## src/rtl/ps2_scan_rx.sv

```systemverilog
// rtl/ps2_scan_rx.sv - PS/2 keyboard receiver folding E0/F0 prefixes into a 10-bit scancode
// Optional macro PS2_RX_ERR_INHIBIT_EN holds ps2_clk low for INHIBIT_CYCLES after any rx_error.
module ps2_scan_rx #(
   parameter int FILTER_LEN     = 8,
   parameter int TIMEOUT_CYCLES = 100000,
   parameter int INHIBIT_CYCLES = 5000
) (
   input  logic       clk,
   input  logic       reset,
   inout  wire        ps2_clk,
   inout  wire        ps2_dat,
   output logic       code_ready,
   output logic [9:0] scancode,
   output logic       rx_error
);

   localparam int FW = $clog2(FILTER_LEN + 1);
   localparam int TW = $clog2(TIMEOUT_CYCLES + 1);
   localparam logic [FW-1:0] FILT_LAST = FW'(FILTER_LEN - 1);
   localparam logic [TW-1:0] TO_LAST   = TW'(TIMEOUT_CYCLES - 1);

   typedef enum logic [1:0] {IDLE, DATA, PARITY, STOP} state_t;

   logic [1:0]    clk_sync, dat_sync;
   logic          clk_filt, dat_filt, clk_filt_d;
   logic [FW-1:0] clk_cnt, dat_cnt;
   logic          inhibit;
   logic          fall;

   state_t        state, state_n;
   logic [7:0]    shift_q, shift_n;
   logic [2:0]    bit_cnt, bit_cnt_n;
   logic          par_q, par_n;
   logic          ext_q, ext_n, brk_q, brk_n;
   logic [TW-1:0] to_cnt, to_n;
   logic [9:0]    code_n;
   logic          ready_n, err_n;
   logic          frame_ok;

   always_ff @(posedge clk or posedge reset) begin
      if (reset) begin
         clk_sync <= 2'b11;
         dat_sync <= 2'b11;
      end else begin
         clk_sync <= {clk_sync[0], ps2_clk};
         dat_sync <= {dat_sync[0], ps2_dat};
      end
   end

   // A filtered line only moves after FILTER_LEN consecutive disagreeing samples.
   always_ff @(posedge clk or posedge reset) begin
      if (reset) begin
         clk_filt   <= 1'b1;
         dat_filt   <= 1'b1;
         clk_filt_d <= 1'b1;
         clk_cnt    <= '0;
         dat_cnt    <= '0;
      end else begin
         clk_filt_d <= clk_filt;
         if (clk_sync[1] == clk_filt) begin
            clk_cnt <= '0;
         end else if (clk_cnt == FILT_LAST) begin
            clk_filt <= clk_sync[1];
            clk_cnt  <= '0;
         end else begin
            clk_cnt <= clk_cnt + FW'(1);
         end
         if (dat_sync[1] == dat_filt) begin
            dat_cnt <= '0;
         end else if (dat_cnt == FILT_LAST) begin
            dat_filt <= dat_sync[1];
            dat_cnt  <= '0;
         end else begin
            dat_cnt <= dat_cnt + FW'(1);
         end
      end
   end

`ifdef PS2_RX_ERR_INHIBIT_EN
   localparam int IW = $clog2(INHIBIT_CYCLES + 1);
   localparam logic [IW-1:0] INH_LAST = IW'(INHIBIT_CYCLES - 1);
   logic [IW-1:0] inh_cnt;

   always_ff @(posedge clk or posedge reset) begin
      if (reset) begin
         inhibit <= 1'b0;
         inh_cnt <= '0;
      end else if (rx_error) begin
         inhibit <= 1'b1;
         inh_cnt <= '0;
      end else if (inhibit) begin
         if (inh_cnt == INH_LAST) inhibit <= 1'b0;
         else                     inh_cnt <= inh_cnt + IW'(1);
      end
   end

   assign ps2_clk = inhibit ? 1'b0 : 1'bz;
`else
   logic [31:0] unused_inhibit_cycles;
   assign unused_inhibit_cycles = INHIBIT_CYCLES;
   assign inhibit = 1'b0;
   assign ps2_clk = 1'bz;
`endif
   assign ps2_dat = 1'bz;

   // Our own inhibit pulls the clock low; that edge must not be taken as a start bit.
   assign fall = clk_filt_d & ~clk_filt & ~inhibit;

   always_comb begin
      state_n   = state;
      shift_n   = shift_q;
      bit_cnt_n = bit_cnt;
      par_n     = par_q;
      ext_n     = ext_q;
      brk_n     = brk_q;
      code_n    = scancode;
      ready_n   = 1'b0;
      err_n     = 1'b0;
      frame_ok  = dat_filt & (^{shift_q, par_q});
      to_n      = (state == IDLE || fall) ? '0 : to_cnt + TW'(1);

      case (state)
         IDLE: begin
            if (fall && !dat_filt) begin
               state_n   = DATA;
               bit_cnt_n = 3'd0;
            end
         end
         DATA: begin
            if (fall) begin
               shift_n   = {dat_filt, shift_q[7:1]};
               bit_cnt_n = bit_cnt + 3'd1;
               if (bit_cnt == 3'd7) state_n = PARITY;
            end
         end
         PARITY: begin
            if (fall) begin
               par_n   = dat_filt;
               state_n = STOP;
            end
         end
         STOP: begin
            if (fall) begin
               state_n = IDLE;
               if (!frame_ok) begin
                  err_n = 1'b1;
                  ext_n = 1'b0;
                  brk_n = 1'b0;
               end else if (shift_q == 8'hE0) begin
                  ext_n = 1'b1;
               end else if (shift_q == 8'hF0) begin
                  brk_n = 1'b1;
               end else begin
                  code_n  = {ext_q, brk_q, shift_q};
                  ready_n = 1'b1;
                  ext_n   = 1'b0;
                  brk_n   = 1'b0;
               end
            end
         end
         default: state_n = IDLE;
      endcase

      // A real edge in the same cycle always beats the timeout.
      if (state != IDLE && !fall && to_cnt == TO_LAST) begin
         state_n = IDLE;
         err_n   = 1'b1;
         ext_n   = 1'b0;
         brk_n   = 1'b0;
      end
   end

   always_ff @(posedge clk or posedge reset) begin
      if (reset) begin
         state      <= IDLE;
         shift_q    <= '0;
         bit_cnt    <= '0;
         par_q      <= 1'b0;
         ext_q      <= 1'b0;
         brk_q      <= 1'b0;
         to_cnt     <= '0;
         scancode   <= '0;
         code_ready <= 1'b0;
         rx_error   <= 1'b0;
      end else begin
         state      <= state_n;
         shift_q    <= shift_n;
         bit_cnt    <= bit_cnt_n;
         par_q      <= par_n;
         ext_q      <= ext_n;
         brk_q      <= brk_n;
         to_cnt     <= to_n;
         scancode   <= code_n;
         code_ready <= ready_n;
         rx_error   <= err_n;
      end
   end

endmodule

```

## config.mk

```make
export PLATFORM = sky130hd
export DESIGN_NAME = ps2_scan_rx
export DESIGN_NICKNAME = d
export VERILOG_FILES = /design/src/rtl/ps2_scan_rx.sv
export SDC_FILE = /design/constraint.sdc
export NUM_CORES = 1
export LEC_CHECK = 0
export ABC_CLOCK_PERIOD_IN_PS = 4260
export BUFFER_PORTS_ARGS = -buffer_cell sky130_fd_sc_hd__buf_2
export CELL_PAD_IN_SITES_DETAIL_PLACEMENT = 2
export CELL_PAD_IN_SITES_GLOBAL_PLACEMENT = 2
export CORE_MARGIN = 4
export CORE_UTILIZATION = 46
export CTS_BUF_LIST = sky130_fd_sc_hd__clkbuf_8
export CTS_CLUSTER_SIZE = 28
export DETAILED_ROUTE_END_ITERATION = 6
export PLACE_DENSITY_LB_ADDON = 0.25
export SLEW_MARGIN = 25
export SYNTH_ARGS = -nofsm -noshare
export SYNTH_HDL_FRONTEND = slang
export SYNTH_SLANG_ARGS = --single-unit
```

## constraint.sdc

```tcl
create_clock -name clk -period 4.26 [get_ports clk]
set_input_delay 0.213 -clock clk [delete_from_list [all_inputs] [get_ports clk]]
set_output_delay 0.213 -clock clk [all_outputs]
set_load 0.02 [all_outputs]
```

==> impl_results.md <==
- Final setup margin: 1850 ps
- IO Count: 16
- Core area: 5921 um2
- Worst-Skew Late Latency: between 300 and 400 ps
- Dominant cells by area after synthesis: dfrtp_1 47%, mux2_4 4.8%, dfstp_2 4.7%
- Htree depth: 3
- Antenna violations before repair: 0
- Port bufs: 13
- GRT Overall Usage: 0.2179
- DR vias: about 1900
- Pleak: about 1.5 nW
- Root Buffer: clkbuf_8
- Die height: approximately 86 um
- Pins Over Slew Limit: 0
- Ys Warns: 0
- Post-Synth Adder-Cell Area: 0.04470
- Number of global-route vias before repair: roughly 2200
- Top cell type's share of synthesized area: 0.4738
- WL final: between 7000 and 8000 um
- Clk buf depth: 2
- Avg Inst Size Synth: about 11 um2
- CTS resizes: 0
- WHS: around 70 ps
- Tmin final: approximately 2400 ps
- Global-route wire length before repair: approximately 12000 um
- Hold_buf cts: 0
- Status: finished clean
- Post-synth EDFFs: 0
- Vias/cell: 5.487
- Critical path endpoint category: flop
- Post-CTS setup buffers: 0
- Area Growth Syn to Fin: 12.07%
- Crit Path Class: flop to flop
- Post-synth ARST share: 1.000
- Primary FF master, synth: dfrtp_1
- Mux cell area share after synthesis: 0.09343
- Diode count: 0
- Setup violators final: 0
- Worst slack at placement: approximately 1900 ps
- Hold Vio Cnt, Final: 0
- Required @ worst endpoint: 4480 ps
- Post-DP HPWL: 4343 um
- Setup TNS: 0 ps
- Final Cycle Share: 0.5658
- Largest delay contributor family on the critical path: simple AND/OR/NAND/NOR gates
- Peak supply drop: roughly 0.00028 V
- ANT nets after route: 0
- CP Max Fanout: 11
- Worst Skew: between 10 and 15 ps
- TritonRoute pass-1 iters: 4
- Max_cap viols: 0
- Register area share after synthesis: 0.5208
- Pin count of the biggest net entering global routing: a little under 60
- FMAX: roughly 410 MHz
- Critical path startpoint category: flop
- CTS sink cnt: 58
- Most frequent cells after synthesis: 53 x dfrtp_1, 30 x nor2_1, 14 x nand2_1, 14 x nand3_1, 14 x xnor2_1
- Post-synth cell types: 45
- Power Density: about 530 nW/um2
- Critical path buffers and inverters: 0
- Largest family of logic cells by synthesized area: simple AND/OR/NAND/NOR gates
- Cell taking the most area after synthesis: dfrtp_1
- Nets: roughly 280
- Syn Std Cell Area: roughly 2800 um2
- Rel. slew slack: 0.5047
- Post-Synth XOR/XNOR Area: 0.08806
- CTS Buf Count: 9
- Worst-Margin Slew: roughly 740 ps
- Most common cell in the netlist: dfrtp_1
- Clock transition at path regs: 70 ps
- Critical Path Max Stage Delay: ~530 ps
- Post-synthesis simple-gate area fraction: 0.1748
- Row count: 28
- DRC viols: 0
- Data arrival time of the worst path: roughly 2600 ps
- Critical Path, Cell by Cell: xnor3_1 > or3_1 > mux2i_2 > nand2_2 > mux2_4
- Initial Utilization: 0.4727
- CTS tree: done
- Gate Count Post-Synth: around 240
- Critical-path top delay cell: dfrtp_1
- Grt ovf: 0
- Die Wd: 86.01 um
- Synth Register Bits: 58
- Die area: about 7400 um2
- Hold Path Class: input port to asynchronous set/reset pin
- Initial DRC count: 84
- Global placement routability congestion: 0.7993
- Compound-gate portion of the synthesized area: 0.04828
- DR WL/cell: between 20 and 25 um
- Unrepaired setup endpoints after global routing: no
- Layout cell share with drive strength beyond 1: 0.2351
## registers in the layout (all words and copies together) (netlist names), 2 cells and up
register	flops
bit_cnt	3
clk_cnt	4
dat_cnt	4
scancode	10
shift_q	8
state	2
to_cnt	17
## power breakdown
part | switching, mW | leakage [nW] | internal (mW) | total, mW
clock network | 0.225 | 0.112 | 0.317 | 0.542
registers | 0.0773 | 0.775 | 0.635 | 0.712
logic | 0.249 | 0.641 | 0.161 | 0.410
total | 0.551 | 1.53 | 1.11 | 1.66
## path summary, 6_finish.rpt
| path | end | cells after the start | slack, ps | startpoint |
|---|---|---|---|---|
| setup / recovery | scancode[8]$_DFFE_PP0P_ | 5 | 1850 | shift_q[4]$_DFFE_PP0P_ |
| hold / removal | clk_cnt[2]$_DFF_PP0_ | 3 | 70 | reset |
| setup reg to reg | scancode[8]$_DFFE_PP0P_ | 5 | 1850 | shift_q[4]$_DFFE_PP0P_ |
| hold reg to reg | clk_sync[1]$_DFF_PP1_ | 0 | 360 | dat_sync[0]$_DFF_PP1_ |
| max in group asynchronous | to_cnt[2]$_DFF_PP0_ | 3 | 3670 | reset |
| min in group clk | clk_sync[1]$_DFF_PP1_ | 0 | 360 | dat_sync[0]$_DFF_PP1_ |
## placed cells by master (no fill, tap or decap), drive strengths merged, types with 4 or more instances in the layout
master  count
xor2        9
nor2       30
nor3        6
a22o        4
ha         10
clkbuf     12
inv         8
buf        14
o21ai       9
nor2b       4
dfrtp      53
dfstp       5
nand2      15
mux2       19
xnor2      14
nand3      14
## cell families after synthesis
group,after synthesis
and+or+nand+nor,93
xor gates and xnor gates,25
buffers and inverters,16
adders and majority gates,10
muxes,20
DFF,58
AOI/OAI and AO/OA,21
other,1
## area by class of cell
cell class / count / area (um2)
Clock buffer: 12 / 165.2
Clock inverter: 4 / 48.80
Fill cell: 606 / 2784
Inverter: 8 / 30.03
Multi-Input combinational cell: 172 / 1269
Sequential cell: 58 / 1458
Tap cell: 75 / 93.84
Timing Repair Buffer: 14 / 72.57
## layer usage
layer | wire, um | vias up | GRT usage
li1 | - | 865 | -
met1 | 2983 | 973 | 0.2627
met2 | 3707 | 34 | 0.3777
met3 | 263 | 10 | 0.06052
met4 | 110 | 0 | 0.06475
met5 | 0 | - | 0
## worst reg2reg max path, delay by kind of cell, from the launching register on
kind             cells  cell delay (ps)
XOR/XNOR             1              450
flip-flops           1              530
multiplexers         2              650
AND/OR/NAND/NOR      2              660
## stage by stage
| step | instance area (um2) | total power, mW | std cells | utilization |
|---|---|---|---|---|
| 3_3_place_gp | 2923 | 1.098 | 327 | 0.4937 |
| 5_1_grt | 3137 | 1.778 | 343 | 0.5298 |
| 3_5_place_dp | 2923 | 1.126 | 327 | 0.4937 |
| 2_1_floorplan | 2806 | 1.013 | 246 | - |
| 6_report | 3137 | 1.663 | 343 | 0.5298 |
| 4_1_cts | 3137 | 1.683 | 343 | 0.5298 |
No activity file was read; power rests on OpenSTA's default activity.
